## src/rtl/matrix_pkg.sv

```systemverilog
// Shared constants and types for the 5x7 LED matrix frame buffer and its helpers.
package matrix_pkg;

  localparam int NUM_COLUMNS   = 5;
  localparam int ROW_BITS      = 7;
  localparam int COL_ADDR_BITS = 3;

  typedef logic [ROW_BITS-1:0]      column_t;
  typedef logic [COL_ADDR_BITS-1:0] col_addr_t;

  typedef enum logic {
    IDLE,
    PENDING
  } commit_state_t;

endpackage

```

## src/rtl/matrix_frame_buffer_if.sv

```systemverilog
// Write/commit/display bus between frame-buffer control logic and the frame buffer.
interface matrix_frame_buffer_if;
  import matrix_pkg::*;

  logic      wr_en;
  col_addr_t wr_addr;
  column_t   wr_data;
  logic      wr_ready;
  logic      commit;
  logic      pending;
  logic      commit_done;
  logic      frame_tick;
  logic      blink_en;
  column_t   column_0;
  column_t   column_1;
  column_t   column_2;
  column_t   column_3;
  column_t   column_4;

  modport master (
    output wr_en, wr_addr, wr_data, commit, frame_tick, blink_en,
    input  wr_ready, pending, commit_done,
    input  column_0, column_1, column_2, column_3, column_4
  );

  modport slave (
    input  wr_en, wr_addr, wr_data, commit, frame_tick, blink_en,
    output wr_ready, pending, commit_done,
    output column_0, column_1, column_2, column_3, column_4
  );

endinterface

```

## src/rtl/matrix_blink_timer.sv

```systemverilog
// Frame-counted blink phase: toggles every BLINK_FRAMES frame ticks while enabled.
module matrix_blink_timer #(
  parameter int BLINK_FRAMES = 50
) (
  input  logic clock,
  input  logic reset,
  input  logic frame_tick,
  input  logic blink_en,
  output logic phase_on
);

  localparam logic [7:0] LAST_FRAME = 8'(BLINK_FRAMES - 1);

  logic [7:0] frame_cnt;

  // Counter and phase only move on frame ticks, so every toggle is frame aligned.
  always_ff @(posedge clock or negedge reset) begin
    if (!reset) begin
      frame_cnt <= '0;
      phase_on  <= 1'b1;
    end else if (!blink_en) begin
      frame_cnt <= '0;
      phase_on  <= 1'b1;
    end else if (frame_tick) begin
      if (frame_cnt == LAST_FRAME) begin
        frame_cnt <= '0;
        phase_on  <= ~phase_on;
      end else begin
        frame_cnt <= frame_cnt + 8'd1;
      end
    end
  end

endmodule

```

## src/rtl/matrix_frame_buffer.sv

```systemverilog
// Double-buffered 5x7 LED frame: edits go to the back frame and are copied to the
// displayed front frame only on a scan-frame boundary, so the display never tears.
module matrix_frame_buffer
  import matrix_pkg::*;
#(
  parameter int BLINK_FRAMES = 50
) (
  input  logic                  clock,
  input  logic                  reset,
  matrix_frame_buffer_if.slave  bus
);

  commit_state_t state;
  column_t       front [NUM_COLUMNS];
  column_t       back  [NUM_COLUMNS];
  logic          commit_done_r;
  logic          phase_on;
  logic          write_ok;

  // Writes are refused while a commit waits, so the copied frame is exactly what was committed.
  assign write_ok = bus.wr_en && (state == IDLE) &&
                    (bus.wr_addr < COL_ADDR_BITS'(NUM_COLUMNS));

  always_ff @(posedge clock or negedge reset) begin
    if (!reset) begin
      for (int k = 0; k < NUM_COLUMNS; k++) back[k] <= '0;
    end else if (write_ok) begin
      back[bus.wr_addr] <= bus.wr_data;
    end
  end

  // A commit seen together with a frame tick only arms; the copy waits for the next tick.
  always_ff @(posedge clock or negedge reset) begin
    if (!reset) begin
      state         <= IDLE;
      commit_done_r <= 1'b0;
      for (int k = 0; k < NUM_COLUMNS; k++) front[k] <= '0;
    end else begin
      commit_done_r <= 1'b0;
      case (state)
        IDLE: begin
          if (bus.commit) state <= PENDING;
        end
        PENDING: begin
          if (bus.frame_tick) begin
            front         <= back;
            commit_done_r <= 1'b1;
            state         <= IDLE;
          end
        end
        default: state <= IDLE;
      endcase
    end
  end

  matrix_blink_timer #(
    .BLINK_FRAMES (BLINK_FRAMES)
  ) u_blink_timer (
    .clock      (clock),
    .reset      (reset),
    .frame_tick (bus.frame_tick),
    .blink_en   (bus.blink_en),
    .phase_on   (phase_on)
  );

  assign bus.pending     = (state == PENDING);
  assign bus.wr_ready    = (state == IDLE);
  assign bus.commit_done = commit_done_r;

  // Blanking gates only the outputs; the front frame itself is untouched.
  assign bus.column_0 = phase_on ? front[0] : '0;
  assign bus.column_1 = phase_on ? front[1] : '0;
  assign bus.column_2 = phase_on ? front[2] : '0;
  assign bus.column_3 = phase_on ? front[3] : '0;
  assign bus.column_4 = phase_on ? front[4] : '0;

endmodule

```

## src/flat_wrapper.sv

```systemverilog
// flat-port wrapper written by rule: the top's interface ports become plain ports
module matrix_frame_buffer_flat import matrix_pkg::*;
#(
  parameter int BLINK_FRAMES = 50
)
  (clock, reset, bus_wr_en, bus_wr_addr, bus_wr_data, bus_commit, bus_frame_tick, bus_blink_en, bus_wr_ready, bus_pending, bus_commit_done, bus_column_0, bus_column_1, bus_column_2, bus_column_3, bus_column_4);
  matrix_frame_buffer_if bus_i ();
  input  logic clock;
  input  logic reset;
  input wire logic [$bits(bus_i.wr_en)-1:0] bus_wr_en;
  input wire logic [$bits(bus_i.wr_addr)-1:0] bus_wr_addr;
  input wire logic [$bits(bus_i.wr_data)-1:0] bus_wr_data;
  input wire logic [$bits(bus_i.commit)-1:0] bus_commit;
  input wire logic [$bits(bus_i.frame_tick)-1:0] bus_frame_tick;
  input wire logic [$bits(bus_i.blink_en)-1:0] bus_blink_en;
  output wire logic [$bits(bus_i.wr_ready)-1:0] bus_wr_ready;
  output wire logic [$bits(bus_i.pending)-1:0] bus_pending;
  output wire logic [$bits(bus_i.commit_done)-1:0] bus_commit_done;
  output wire logic [$bits(bus_i.column_0)-1:0] bus_column_0;
  output wire logic [$bits(bus_i.column_1)-1:0] bus_column_1;
  output wire logic [$bits(bus_i.column_2)-1:0] bus_column_2;
  output wire logic [$bits(bus_i.column_3)-1:0] bus_column_3;
  output wire logic [$bits(bus_i.column_4)-1:0] bus_column_4;
  assign bus_i.wr_en = bus_wr_en;
  assign bus_i.wr_addr = bus_wr_addr;
  assign bus_i.wr_data = bus_wr_data;
  assign bus_i.commit = bus_commit;
  assign bus_i.frame_tick = bus_frame_tick;
  assign bus_i.blink_en = bus_blink_en;
  assign bus_wr_ready = bus_i.wr_ready;
  assign bus_pending = bus_i.pending;
  assign bus_commit_done = bus_i.commit_done;
  assign bus_column_0 = bus_i.column_0;
  assign bus_column_1 = bus_i.column_1;
  assign bus_column_2 = bus_i.column_2;
  assign bus_column_3 = bus_i.column_3;
  assign bus_column_4 = bus_i.column_4;
  matrix_frame_buffer #(.BLINK_FRAMES(BLINK_FRAMES)) u_core (.clock(clock), .reset(reset), .bus(bus_i));
endmodule
```

## config.mk

```make
export PLATFORM = sky130hd
export DESIGN_NAME = matrix_frame_buffer_flat
export DESIGN_NICKNAME = d
export VERILOG_FILES = /design/src/rtl/matrix_pkg.sv /design/src/rtl/matrix_frame_buffer_if.sv /design/src/rtl/matrix_blink_timer.sv /design/src/rtl/matrix_frame_buffer.sv /design/src/flat_wrapper.sv
export SDC_FILE = /design/constraint.sdc
export NUM_CORES = 1
export LEC_CHECK = 0
export ABC_CLOCK_PERIOD_IN_PS = 2770
export BUFFER_PORTS_ARGS = -buffer_cell sky130_fd_sc_hd__clkbuf_2
export CORE_MARGIN = 3
export CORE_UTILIZATION = 50
export CTS_CLUSTER_DIAMETER = 80
export CTS_CLUSTER_SIZE = 20
export DETAILED_ROUTE_END_ITERATION = 8
export HOLD_SLACK_MARGIN = 0.08
export PLACE_DENSITY = 0.79
export SLEW_MARGIN = 20
export SYNTH_ARGS = -nofsm -noshare
export SYNTH_HDL_FRONTEND = slang
export SYNTH_HIERARCHICAL = 1
export SYNTH_SLANG_ARGS = --single-unit
```

## constraint.sdc

```tcl
create_clock -name clock -period 2.77 [get_ports clock]
set_input_delay 0.831 -clock clock [delete_from_list [all_inputs] [get_ports clock]]
set_output_delay 0.831 -clock clock [all_outputs]
set_load 0.02 [all_outputs]
```

==> impl_summary.md <==
Floorplan
For this configuration, the core starts out at a cell density of 53.3%. In this run the count of I/O pins placed on the die edge is 54. The overall die area is 0.00800 mm2.

In this run the core area contains 29 standard-cell rows. From left edge to right edge, the die measures 89.4 um. From bottom edge to top edge, the die measures 89.4 um. The core outline area is 0.00653 mm2.

STA
The achievable frequency is 417 MHz. Final hold analysis gives a worst-case slack of 0.493 ns. The hold violation total from the final report is 0. The number of slew-limit violations in the final report came to 0. Of the available clock period, the critical path in the final layout requires 86.7%.

The sum of negative setup slack is 0 ns. The clock period minus final worst setup slack is 2.40 ns. The number of setup violations in the final report is 0. Setup repair after global routing left no endpoint under its margin.

For the final database, setup skew stands at 0.0109 ns. Headroom to the max-slew limit came out at 60.5%. The worst-margin pin slew is 0.591 ns.

Synthesis
The share of flip-flops with an asynchronous set or reset is 100%. The number of nets handed over by synthesis was 268. The number of synthesis warnings is 6. Of the synthesized area, sequential elements account for 58.3%. The flip-flop cell with the highest count after synthesis is dfrtp_1. The count of different cell masters after synthesis is 38. In this run the cell area of the synthesized design comes to 0.00348 mm2.

Synthesis handed over a netlist of 250 instances. The mean instance size in the synthesized netlist is 13.9 um2. The number of synthesized register bits is 81. The number of synthesized flops with an enable pin is 0.

Routing
The initial DRC count is 56. The total number of vias is 2142. The mean routed wirelength per cell is 16.5 um. The routed design has 6420 um of wire. The detail route stage leaves a number of antenna-violating nets equal to 0. In the routed design, unresolved DRC markers number 0. The via-per-instance ratio is 5.49. Before antenna repair, the detailed router went through 4 iterations.

Clock tree
The clock-pin slew on the worst setup and hold paths is 0.08 ns. The maximum clock path buffer count is 2. TritonCTS created 9 clock buffers.

The buffer count from post-CTS setup fixing is 0. The deepest level of the CTS H-tree is 3. The post-cts gate resize count is 0.

The tree is rooted in a clkbuf_8. The cts-stage hold buffer count is 0. TritonCTS built the clock tree.

The TritonCTS sink count is 81. The clock latency reported for the late side of the worst-skew pair is 0.34 ns.

Run
The max capacitance violation total is 0.

Final layout
The layout filler cell count is 526. Compared with the post-synthesis result, the final layout area differs by 15.4%. The antenna diode count is 0. The layout cell share with drive strength beyond 1 is 49.2%. The top cell types in the final layout, fill and taps aside, are dfrtp_1, mux2_2, clkbuf_2, and2_1, clkbuf_8. The net count reported at finish is 327.

Leaving out fill and tap cells, the most frequent cell in the layout is dfrtp_1. The finished layout holds 390 standard cells, fillers aside.

Global routing
The initial antenna violation count came to 0. The total overflow left after global routing is 0. The largest net degree at the start of global routing is 48. The first global-routing pass estimated 10800 um of wire. The via count of the first global-routing pass is 2224. Across every metal layer, demand over resource in global routing totals 18.0%.

Placed design
The number of input and output port buffers inserted is 53. Routability-driven placement finished with a final weighted congestion of 0.774. The final HPWL from detailed placement is 4510 um. The number of placed instances, taps included, is 375.

Critical path
The worst setup path is of the flop to output pin kind. STA classifies the critical path endpoint as an output pin. Along the worst path, the maximum fanout reaches 37.

At the worst endpoint, the arrival time is 1.57 ns. The worst reg-to-reg path cell count is 3. STA classifies the critical path startpoint as a flop.

For the worst setup path, the data required time is 1.94 ns.

Power and ir drop
For this design the ratio of total power to cell area is 955 mW/mm2. Across the VDD grid, the largest voltage drop is 545 uV. For this design the static power due to leakage is 0.00189 uW. The overall power of the completed layout is 3830 uW.

Hold path
The worst hold path belongs to the class primary input to asynchronous set/reset pin.

Status
The run finished with clean final reports.
-- per-layer routing --
layer / wire length, um / GRT usage, %
met1: 2760 / 21.9
met2: 3300 / 31.5
met3: 286 / 5.07
met4: 68 / 4.87
met5: 0 / 0
-- power by group --
part	internal, uW	switching, uW
logic	619	654
registers	1590	202
clock network	393	378
total	2600	1230
-- cell usage after synthesis (all sizes together) (3+ instances only) --
master / count / area [um2]
buf: 5 / 33.8
or4: 4 / 30.0
mux2: 70 / 788
nand3: 3 / 20.0
clkbuf: 3 / 11.3
a21oi: 3 / 15.0
and2: 35 / 219
nor2: 3 / 11.3
dfrtp: 80 / 2000
inv: 6 / 22.5
nand2: 7 / 33.8
o31ai: 3 / 22.5
nand4: 3 / 25.0
-- final cells by class --
type | instances | area, um2 | share of cell area, %
Multi-Input combinational cell | 155 | 1390 | 34.5
Timing Repair Buffer | 56 | 303 | 7.54
Clock buffer | 13 | 169 | 4.21
Clock inverter | 2 | 12.5 | 0.312
Sequential cell | 81 | 2030 | 50.5
Tap cell | 77 | 96.3 | 2.40
Inverter | 6 | 22.5 | 0.561
-- cells by family after synthesis --
logic type	after synthesis	share of synthesized area [%]
compound gates	18	3.74
xor+xnor	1	0.252
fa+ha+maj	2	0.719
buf+inv	14	1.94
flops	81	58.3
mux	70	22.6
simple gates	64	12.4
-- registers in the layout, indices dropped and copies added (netlist names) --
signal / cells
u_core/u_blink_timer/frame_cnt: 8
u_core/bus.pending: 1
u_core/bus.commit_done: 1
u_core/front: 35
u_core/back: 35
u_core/u_blink_timer/phase_on: 1
-- through the flow --
step / utilization [%] / setup slack [ns] / instance area, um2
2_1_floorplan: - / 0.932 / 3480
3_3_place_gp: 58.7 / 0.681 / 3830
3_5_place_dp: 58.7 / 0.647 / 3830
4_1_cts: 61.5 / 0.318 / 4020
5_1_grt: 61.5 / 0.221 / 4020
6_report: 61.5 / 0.369 / 4020
-- worst max-delay path: stages, from the launching register on --
cell      delay, ns
dfstp_2        0.84
and2_1         0.21
clkbuf_2       0.17
-- path summary, 6_finish.rpt --
check	startpoint	end	slack, ns
worst min register to register	u_core/front[32]	u_core/front[32]	0.50
worst max-delay path	u_core/u_blink_timer/phase_on	bus_column_2[0]	0.37
worst min-delay path	reset	u_core/front[6]	0.49
min in group clock	u_core/front[32]	u_core/front[32]	0.50
max in group asynchronous	reset	u_core/back[4]	1.60
worst max register to register	u_core/bus.pending	u_core/back[26]	1.10
(Power assumes the default switching activity.)
